==> src/rtl/store_merge_buffer_if.sv <==
// Store-side and line-side handshake bundle for the store merge buffer.
// slave is the buffer's view; master is the view of the CPU/cache environment driving it.
interface store_merge_buffer_if #(
   parameter int LINE_BYTES = 16,
   parameter int WORD_BYTES = 2,
   parameter int ADDR_W     = 16
);
   localparam int OFF_W = $clog2(LINE_BYTES);
   localparam int TAG_W = ADDR_W - OFF_W;

   logic                    store_valid;
   logic                    store_ready;
   logic [ADDR_W-1:0]       store_addr;
   logic [8*WORD_BYTES-1:0] store_data;
   logic [WORD_BYTES-1:0]   store_be;
   logic                    flush_req;
   logic                    line_valid;
   logic                    line_ready;
   logic [TAG_W-1:0]        line_addr;
   logic [8*LINE_BYTES-1:0] line_data;
   logic [LINE_BYTES-1:0]   line_mask;
   logic                    empty;

   modport slave (
      input  store_valid, store_addr, store_data, store_be, flush_req, line_ready,
      output store_ready, line_valid, line_addr, line_data, line_mask, empty
   );

   modport master (
      output store_valid, store_addr, store_data, store_be, flush_req, line_ready,
      input  store_ready, line_valid, line_addr, line_data, line_mask, empty
   );
endinterface

==> src/rtl/store_merge_buffer.sv <==
// Write-combining buffer: merges word stores into one line with a byte dirty mask; bytes land next cycle,
// line_valid rises one cycle after miss/flush/full; stores stall on tag miss and while the line drains.
module store_merge_buffer #(
   parameter int LINE_BYTES = 16,
   parameter int WORD_BYTES = 2,
   parameter int ADDR_W     = 16
) (
   input  logic                clk,
   input  logic                rst_n,
   store_merge_buffer_if.slave bus
);
   localparam int OFF_W = $clog2(LINE_BYTES);
   localparam int TAG_W = ADDR_W - OFF_W;

   typedef enum logic [1:0] {IDLE, MERGE, DRAIN} state_t;

   state_t                  state_q, state_d;
   logic [TAG_W-1:0]        tag_q, tag_d;
   logic [8*LINE_BYTES-1:0] data_q, data_d, merged_data;
   logic [LINE_BYTES-1:0]   mask_q, mask_d, merged_mask;
   logic [TAG_W-1:0]        store_tag;
   logic [OFF_W-1:0]        word_base;
   logic                    tag_hit;
   logic                    store_rdy;
   logic                    store_acc;

   assign store_tag = bus.store_addr[ADDR_W-1:OFF_W];
   assign word_base = bus.store_addr[OFF_W-1:0] & ~OFF_W'(WORD_BYTES - 1);
   assign tag_hit   = (store_tag == tag_q);
   assign store_acc = bus.store_valid && store_rdy;

   // Ready depends only on state and the store itself, never on line_ready.
   always_comb begin
      store_rdy = 1'b0;
      case (state_q)
         IDLE:    store_rdy = 1'b1;
         MERGE:   store_rdy = !bus.store_valid || tag_hit;
         default: store_rdy = 1'b0;
      endcase
   end

   // In IDLE the buffer is already cleared, so the same merge serves both load and accumulate.
   always_comb begin
      merged_data = data_q;
      merged_mask = mask_q;
      for (int w = 0; w < WORD_BYTES; w++) begin
         for (int j = 0; j < LINE_BYTES; j++) begin
            if (bus.store_be[w] && (OFF_W'(j) == word_base + OFF_W'(w))) begin
               merged_data[8*j +: 8] = bus.store_data[8*w +: 8];
               merged_mask[j]        = 1'b1;
            end
         end
      end
   end

   always_comb begin
      state_d = state_q;
      tag_d   = tag_q;
      data_d  = data_q;
      mask_d  = mask_q;
      case (state_q)
         IDLE: begin
            if (store_acc && (bus.store_be != '0)) begin
               tag_d   = store_tag;
               data_d  = merged_data;
               mask_d  = merged_mask;
               state_d = MERGE;
            end
         end
         MERGE: begin
            if (store_acc) begin
               data_d = merged_data;
               mask_d = merged_mask;
            end
            if (bus.flush_req || (bus.store_valid && !tag_hit) || (&mask_d)) begin
               state_d = DRAIN;
            end
         end
         DRAIN: begin
            if (bus.line_ready) begin
               tag_d   = '0;
               data_d  = '0;
               mask_d  = '0;
               state_d = IDLE;
            end
         end
         default: state_d = IDLE;
      endcase
   end

   always_ff @(posedge clk or negedge rst_n) begin
      if (!rst_n) begin
         state_q <= IDLE;
         tag_q   <= '0;
         data_q  <= '0;
         mask_q  <= '0;
      end else begin
         state_q <= state_d;
         tag_q   <= tag_d;
         data_q  <= data_d;
         mask_q  <= mask_d;
      end
   end

   assign bus.store_ready = store_rdy;
   assign bus.line_valid  = (state_q == DRAIN);
   assign bus.line_addr   = tag_q;
   assign bus.line_data   = data_q;
   assign bus.line_mask   = mask_q;
   assign bus.empty       = (state_q == IDLE);
endmodule

==> src/flat_wrapper.sv <==
// flat-port wrapper written by rule: the top's interface ports become plain ports
module store_merge_buffer_flat 
#(
   parameter int LINE_BYTES = 16,
   parameter int WORD_BYTES = 2,
   parameter int ADDR_W     = 16
)
  (clk, rst_n, bus_store_valid, bus_store_addr, bus_store_data, bus_store_be, bus_flush_req, bus_line_ready, bus_store_ready, bus_line_valid, bus_line_addr, bus_line_data, bus_line_mask, bus_empty);
  store_merge_buffer_if #(.LINE_BYTES(LINE_BYTES), .WORD_BYTES(WORD_BYTES), .ADDR_W(ADDR_W)) bus_i ();
  input  logic clk;
  input  logic rst_n;
  input wire logic [$bits(bus_i.store_valid)-1:0] bus_store_valid;
  input wire logic [$bits(bus_i.store_addr)-1:0] bus_store_addr;
  input wire logic [$bits(bus_i.store_data)-1:0] bus_store_data;
  input wire logic [$bits(bus_i.store_be)-1:0] bus_store_be;
  input wire logic [$bits(bus_i.flush_req)-1:0] bus_flush_req;
  input wire logic [$bits(bus_i.line_ready)-1:0] bus_line_ready;
  output wire logic [$bits(bus_i.store_ready)-1:0] bus_store_ready;
  output wire logic [$bits(bus_i.line_valid)-1:0] bus_line_valid;
  output wire logic [$bits(bus_i.line_addr)-1:0] bus_line_addr;
  output wire logic [$bits(bus_i.line_data)-1:0] bus_line_data;
  output wire logic [$bits(bus_i.line_mask)-1:0] bus_line_mask;
  output wire logic [$bits(bus_i.empty)-1:0] bus_empty;
  assign bus_i.store_valid = bus_store_valid;
  assign bus_i.store_addr = bus_store_addr;
  assign bus_i.store_data = bus_store_data;
  assign bus_i.store_be = bus_store_be;
  assign bus_i.flush_req = bus_flush_req;
  assign bus_i.line_ready = bus_line_ready;
  assign bus_store_ready = bus_i.store_ready;
  assign bus_line_valid = bus_i.line_valid;
  assign bus_line_addr = bus_i.line_addr;
  assign bus_line_data = bus_i.line_data;
  assign bus_line_mask = bus_i.line_mask;
  assign bus_empty = bus_i.empty;
  store_merge_buffer #(.LINE_BYTES(LINE_BYTES), .WORD_BYTES(WORD_BYTES), .ADDR_W(ADDR_W)) u_core (.clk(clk), .rst_n(rst_n), .bus(bus_i));
endmodule
==> config.mk <==
export PLATFORM = sky130hd
export DESIGN_NAME = store_merge_buffer_flat
export DESIGN_NICKNAME = d
export VERILOG_FILES = /design/src/rtl/store_merge_buffer_if.sv /design/src/rtl/store_merge_buffer.sv /design/src/flat_wrapper.sv
export SDC_FILE = /design/constraint.sdc
export NUM_CORES = 1
export LEC_CHECK = 0
export CORE_ASPECT_RATIO = 1.2
export CORE_UTILIZATION = 46
export CTS_CLUSTER_DIAMETER = 40
export DETAILED_ROUTE_END_ITERATION = 8
export MAX_ROUTING_LAYER = met4
export PLACE_DENSITY = 0.77
export RECOVER_POWER = 100
export SLEW_MARGIN = 20
export SYNTH_ARGS = -nofsm -noshare
export SYNTH_HDL_FRONTEND = slang
export SYNTH_SLANG_ARGS = --single-unit
==> constraint.sdc <==
create_clock -name clk -period 1.83 [get_ports clk]
set_input_delay 0.4575 -clock clk [delete_from_list [all_inputs] [get_ports clk]]
set_output_delay 0.4575 -clock clk [all_outputs]
set_load 0.01 [all_outputs]
Yosys cells after proc, flatten, opt, wreduce, memory -nomap -nowiden
Cells that the tools add are included.
{ "totals": {"regBits": 158, "input_bits": 39, "elab_cells": 142} }
{ "classes": {"addsub": 1, "eq_ne": 29, "mux": 65, "reduce_logical": 43} }
{ "ops": {"columns": ["cell", "n"], "rows": [
  ["two-way mux 128 bit", 3],
  ["one-hot mux 128 bit (3 select lines)", 1],
  ["two-way mux 8 bit", 24],
  ["two-way mux 16 bit", 4],
  ["one-hot mux 16 bit (3 select lines)", 1],
  ["equality test 4 bit (first input constant)", 8],
  ["logical AND 1 bit", 27],
  ["two-way mux 1 bit", 24],
  ["two-way mux 12 bit", 2],
  ["one-hot mux 12 bit (2 select lines)", 1],
  ["equality test 3 x 4 -> 1 bit (first input constant)", 4],
  ["AND reduction 16 bit", 1],
  ["equality test 12 bit", 1],
  ["equality test 3 bit (first input constant)", 4],
  ["AND reduction 3 bit", 3],
  ["equality test 2 x 4 -> 1 bit (first input constant)", 2],
  ["logical NOT 4 bit", 2],
  ["equality test 2 x 3 -> 1 bit (first input constant)", 2],
  ["two-way mux 2 bit", 3],
  ["!= test 2 x 1 -> 1 bit (second input constant)", 3],
  ["one-hot mux 2 bit (3 select lines)", 1],
  ["adder 4 x 1 -> 4 bit (second input constant)", 1],
  ["equality test 1 x 4 -> 1 bit (first input constant)", 1],
  ["AND reduction 4 bit", 1],
  ["other kinds (10)", 14]
]} }

Longest topological paths before layout
{ "depth": {"depth_word": 10, "ltp_mapped": 10} }

Least setup slack after synthesis
No wires, ideal clock.
{ "synth_timing": {"kind": "register -> register", "from": "register u_core.state_q[0]", "to": "register u_core.data_q[110] (netlist: u_core.bus.line_data[110])", "setup_time_ps": 126, "arrival_time_ps": 1975, "setup_slack_ps": -271, "stages_incl_launch_ff": 10, "path_cell_list": "dfrtp_1 inv_1 ha_1 buf_2 a21oi_2 and2b_1 nand2_2 buf_6 buf_6 a221o_1"} }
{ "synth_via": {"elab_chain_cells": 6, "word_cells_on_any_way": 12, "cone_classes": "5 x eq/ne; 2 x mux; 5 x reduce/logical"} }
{ "synth_rtl": {"columns": ["element", "line", "source"], "rows": [
  ["start, declared", "store_merge_buffer.sv:17", "state_t state_q, state_d;"],
  ["start signal, assigned", "store_merge_buffer.sv:98", "state_q <= state_d;"],
  ["logical NOT 2 bit (*)", null, null],
  ["via bus_empty", "flat_wrapper.sv:23", "output wire logic [$bits(bus_i.empty)-1:0] bus_empty;"],
  ["one-hot mux 1 bit (2 select lines)", "store_merge_buffer.sv:35", "case (state_q)"],
  ["logical AND 1 bit", "store_merge_buffer.sv:30", "assign store_acc = bus.store_valid && store_rdy;"],
  ["logical AND 1 bit", "store_merge_buffer.sv:63", "if (store_acc && (bus.store_be != '0)) begin"],
  ["!= test 2 x 1 -> 1 bit (no line)", null, null],
  ["AND reduction 4 bit (no line)", null, null],
  ["end signal, assigned", "store_merge_buffer.sv:100", "data_q <= data_d;"],
  ["end, declared", "store_merge_buffer.sv:19", "logic [8*LINE_BYTES-1:0] data_q, data_d, merged_data;"]
]} }
Mark *: on every way through the listed nets, which the timed path passes. The rest lies on a longest branch.
A chain may end at the register's enable or synchronous reset.

Final worst setup path
{ "layout_timing": {"from": "register u_core.tag_q[10] (netlist: u_core.bus.line_addr[10])", "to": "output bus_store_ready"} }
{ "layout_via": {"elab_chain_cells": 3} }
{ "layout_rtl": {"columns": ["element", "line", "source"], "rows": [
  ["start, declared", "store_merge_buffer.sv:18", "logic [TAG_W-1:0] tag_q, tag_d;"],
  ["start signal, assigned", "store_merge_buffer.sv:99", "tag_q <= tag_d;"],
  ["equality test 12 bit", "store_merge_buffer.sv:29", "assign tag_hit = (store_tag == tag_q);"],
  ["logical OR 1 bit", "store_merge_buffer.sv:37", "MERGE: store_rdy = !bus.store_valid || tag_hit;"],
  ["one-hot mux 1 bit (2 select lines)", "store_merge_buffer.sv:35", null],
  ["end, declared", "flat_wrapper.sv:18", "output wire logic [$bits(bus_i.store_ready)-1:0] bus_store_ready;"]
]} }
No other way between the ends.

==> metrics <==
# fillers roughly 1400; sequential fraction of the synthesis area 0.457; core box area 18300 um^2; CTS Buf Count 17; CTS tree built; DP Worst Slack -1.01 ns; number of remaining DRC errors 0; capture point of the worst reg-to-reg path u_core.state_q[0]$_DFFE_PN0P_; grt ovf 0; clk slew on worst S/H paths 0.07 ns; Rel. slew slack 0.206; final hold viol count 0; Via density roughly 6.3; initial antenna violation count 1; Bufs on Longest Clock Path 2; register bit total from synthesis between 150 and 200; total wire length 30.4 mm; FFs w/ async S/R, synth 1.00; status finished, violations left; worst r2r src u_core.bus.line_addr[10]$_DFFE_PN0P_; Synth area leaders dfrtp_1, a221o_1, nor3b_1, nor3_1, nand2b_1; Final Setup Violations 154; # IOs 198; most frequent cell after synthesis dfrtp_1; Setup crit end kind output port; HP Class input pin to flip-flop; H-tree depth 4; Global Route Usage Sum 0.326; crit path max fanout 2; flop2flop setup slack -0.35 ns; clk_skew 0.00836 ns; worst reg2reg path depth 7; top_reg_cell synth dfrtp_1; Warnings, synthesis 0; die area 19400 um^2; post-synth top area share 0.457; Hold Crit Depth 3; PwrDens 1830 nW/um^2; vias in the first global route around 8600; synthesized area 8660 um^2; cell taking the most area after synthesis dfrtp_1; worst skew pair latency 0.43 ns; Starting DRT DRC Count 1142; fmax 0.447 GHz; Die Ht roughly 150 um; crit path kind flip-flop to output port; GPL Wtd Cong 0.944; RSZ-0062 raised after global routing yes; PortBufs about 200; Die Width 127 um; Cell variety after synth 53; largest net degree at the start of global routing 64; EDFF count, synth 0; final period utilization 1.22; DRT Pass-1 Iters 5; CP startpoint kind flip-flop; antenna viol nets, final 0; hpwl dp slightly above 20 mm; Final Slew Violations 0; Hold Path Sink u_core.bus.line_addr[2]$_DFFE_PN0P_; post-synthesis instance total 851; via count 8766; share of layout cells above drive strength 1 0.197; most instantiated cells after synthesis dfrtp_1, nor3_1, nor3b_1, a221o_1, clkbuf_1; Final min period 2.24 ns; clock sinks about 160; CP arrival between 1.5 and 2 ns; starting density of the core 0.473; Slew @ Worst Pin 1.19 ns; Hold Crit Start bus_store_addr[6]; Syn Nets 894; Util after Layout 0.696; CP required roughly 1.4 ns; fin worst setup slack -0.406 ns; wire per inst approximately 22 um; Leak a little over 0.005 uW; Worst VDD drop between 0.001 and 0.0015 V; area grow syn2layout 47.2%; Root Buffer clkbuf_16; Nets 1172; first-pass GRT wire length approximately 48 mm; # rows 54; max cap viols 0; Avg Synthesized Cell Area 10.2 um^2; failing checks negative setup slack
[what timing repair did]
action,4_1_cts,5_1_grt
endpoints found under the hold margin,24,0
pin swaps,27,10
gates resized for setup,107,110
hold buffers,1,0
setup endpoints to repair,222,251
setup buffers,9,5
gates cloned,0,1
[layout by cell type, fill, tap and decap left out, types with 10 or more instances in the layout]
| master | netlist | routed |
|---|---|---|
| clkdlybuf4s50_1 | 0 | 38 |
| buf_6 | 14 | 10 |
| a21oi_1 | 24 | 19 |
| buf_12 | 0 | 31 |
| a221o_1 | 113 | 113 |
| dfrtp_1 | 158 | 158 |
| o21ai_0 | 16 | 14 |
| o2bb2ai_1 | 15 | 15 |
| clkbuf_16 | 0 | 18 |
| nor3b_1 | 114 | 114 |
| nor3_1 | 121 | 121 |
| nand2b_1 | 33 | 32 |
| dlygate4sd2_1 | 0 | 62 |
| nor2b_1 | 17 | 15 |
| buf_4 | 2 | 95 |
| clkdlybuf4s25_1 | 0 | 86 |
| nor2_1 | 28 | 27 |
| nand2_1 | 25 | 25 |
[final cells by class]
| type | count | area (um^2) | share of cell area |
|---|---|---|---|
| multi-input cells | 598 | 4400 | 0.345 |
| flip-flops and latches | 158 | 3950 | 0.310 |
| repair buffers | 348 | 3430 | 0.269 |
| clock buffers | 20 | 467 | 0.0366 |
| well taps | 252 | 315 | 0.0247 |
| clock inverters | 12 | 158 | 0.0124 |
| inverters | 6 | 22.5 | 0.00177 |
| diodes | 1 | 2.50 | 0.000196 |
[worst max-delay path, cell delays in order, from the launching register on]
cell and delay, ns:
dfrtp_1 0.42, xnor2_2 0.18, nand4_1 0.23, o31ai_2 0.27
a21o_1 0.14, buf_2 0.12
[cells by family after synthesis]
family / share of synthesized area
flops: 0.457
xor+xnor: 0.0121
mux: 0.00477
fa+ha+maj: 0.00578
buf+inv: 0.0590
simple gates: 0.262
compound gates: 0.200
[how the worst max path moves through the flow]
stage,endpoint,from,slack [ns]
global placement,bus_store_ready,bus_store_addr[6],-0.93
floorplan,u_core.bus.line_data[110]$_DFFE_PN0P_,u_core.state_q[1]$_DFFE_PN0P_,-0.12
finish,bus_store_ready,u_core.bus.line_addr[10]$_DFFE_PN0P_,-0.41
detailed placement,bus_store_ready,bus_store_addr[14],-1.01
global route,bus_store_ready,u_core.bus.line_addr[10]$_DFFE_PN0P_,-0.46
CTS,bus_store_ready,u_core.bus.line_addr[10]$_DFFE_PN0P_,-0.41
[flip-flops by register name, indices dropped and copies added (netlist names)]
signal                flops
u_core.state_q            2
u_core.bus.line_mask     16
u_core.bus.line_data    128
u_core.bus.line_addr     12
[metrics by stage]
step	TNS (ns)	cells	cell area, um^2	hold WS (ns)	total power (uW)
5_1_grt	-42.52	1395	12700	0.493	24600
2_1_floorplan	-11.11	851	8740	0.162	13500
4_1_cts	-29.00	1389	12700	0.471	23400
3_3_place_gp	-108.55	1349	12000	0.438	19200
6_report	-30.94	1395	12700	0.474	23400
3_5_place_dp	-117.04	1349	12000	0.436	19600
[layer usage]
metal	up-vias	global-route usage	routed length (um)
li1	3865	-	-
met1	4351	0.419	12300
met2	462	0.507	14800
met3	88	0.0506	1950
met4	0	0.151	1350
met5	-	-	0
[power breakdown]
part / switching (uW) / internal, uW
Sequential: 1380 / 5000
Clock: 1510 / 2270
Combinational: 6530 / 6680
Total: 9410 / 14000
No activity file was read; power rests on OpenSTA's default activity.
==> variant: new RTL, config.mk and constraints unchanged <==
Make the reset (`rst_n`) synchronous in one clocked block.
--- a/src/rtl/store_merge_buffer.sv
+++ b/src/rtl/store_merge_buffer.sv
@@ -90,3 +90,3 @@
 
-   always_ff @(posedge clk or negedge rst_n) begin
+   always_ff @(posedge clk) begin
       if (!rst_n) begin
Check against the original RTL: not settled (the Yosys comparison gave no result); the edit may change what the design does.
==> variant against the original RTL <==
  * The run still ends with setup timing left
  * Critical path depth up 4
  * Final area down 16%
  * Final cell count down 18%
  * Synthesized cell count down 23%
  * Routed wire length down 22%
  * Non-clock buffer count down 28
  * Sequential cell count unchanged
  * Worst setup slack worse by 0.18 ns
  * Clock skew up 0.0043 ns
  * Die area down 28%
  * Synthesized area down 28%
  * Total power down 43%
  * Combinational power down 56%
  * Critical endpoint unchanged
  * Highest routed layer unchanged
==> variant: results <==
set metrics [dict create \
    status "complete, but fails checks" \
    violations "setup timing" \
    switching_share_pct 36.74 \
    synth-compound-area-share_pct 13.46 \
    setup_violations 149 \
    use_met3_pct 7.042 \
    yosys-top-cells-count "dfxtp_1 (158), nand2_1 (154), mux2i_1 (81)" \
    first_iter_violations 423 \
    route.met2.wl_um 12310 \
    ys.flop_type "dfxtp_1" \
    p_leak_nw 4.506 \
    yosysSeqAreaShare_pct 51.03 \
    rr_worst_depth 10 \
    grt_usage_pct 33.70 \
    synth_adder_area_share_pct 0.8074 \
    grt_max_degree 45 \
    finalWeightedCongestion 0.9325 \
    drive_gt1_share_pct 26.78 \
    slowest_stage "clkdlybuf4s50_1" \
    wl_met1_um 8725 \
    fin_ws_ns -0.5860 \
    nFillCells 802 \
    r2r-end "u_core.bus.line_data[78]$_SDFFE_PN0P_" \
    async_reset_ff_share_pct 0 \
    startpoint "bus_store_addr[8]" \
    r2r_setup_slack_ns -0.55 \
    worstSetupPathType "input pin to output port" \
    dr.pass1.iters 7 \
]
[variant: worst min path at each step]
stage,cells past startpoint,end,from
after CTS,3,u_core.bus.line_addr[6]$_SDFFE_PN0P_,bus_store_addr[10]
after detailed placement,2,u_core.bus.line_data[6]$_SDFFE_PN0P_,u_core.bus.line_data[6]$_SDFFE_PN0P_
after global routing,3,u_core.bus.line_addr[6]$_SDFFE_PN0P_,bus_store_addr[10]
after floorplan,2,u_core.state_q[0]$_SDFFE_PN0P_,u_core.state_q[0]$_SDFFE_PN0P_
after global placement,2,u_core.bus.line_data[1]$_SDFFE_PN0P_,u_core.bus.line_data[1]$_SDFFE_PN0P_
final,3,u_core.bus.line_addr[6]$_SDFFE_PN0P_,bus_store_addr[10]
[variant: final cells by class]
cell class / instances / area share, %
clock buffers: 17 / 3.978
clock inverters: 14 / 1.416
multi-input cells: 456 / 34.23
inverters: 6 / 0.2106
well taps: 168 / 1.965
flip-flops and latches: 158 / 29.66
repair buffers: 320 / 28.54
[variant: cell families (layout without fill, tap and decap cells)]
| family | Yosys count | count (layout) |
|---|---|---|
| xor+xnor | 12 | 12 |
| flops | 158 | 158 |
| compound gates | 121 | 122 |
| buf+inv | 45 | 357 |
| fa+ha+maj | 4 | 4 |
| simple gates | 237 | 237 |
| mux | 81 | 81 |
[variant: metrics by stage]
stage	instance area, um^2	TNS, ns	total power, mW	setup WS (ns)	hold slack [ns]
final	10700	-73.59	13.35	-0.5860	0.4510
after global routing	10700	-79.38	13.81	-0.6607	0.4670
after CTS	10570	-64.58	13.03	-0.6938	0.4471
after detailed placement	9580	-140.54	8.904	-1.500	0.4528
after global placement	9580	-134.78	8.774	-1.368	0.4436
after floorplan	6774	-29.78	6.965	-0.7334	0.4721
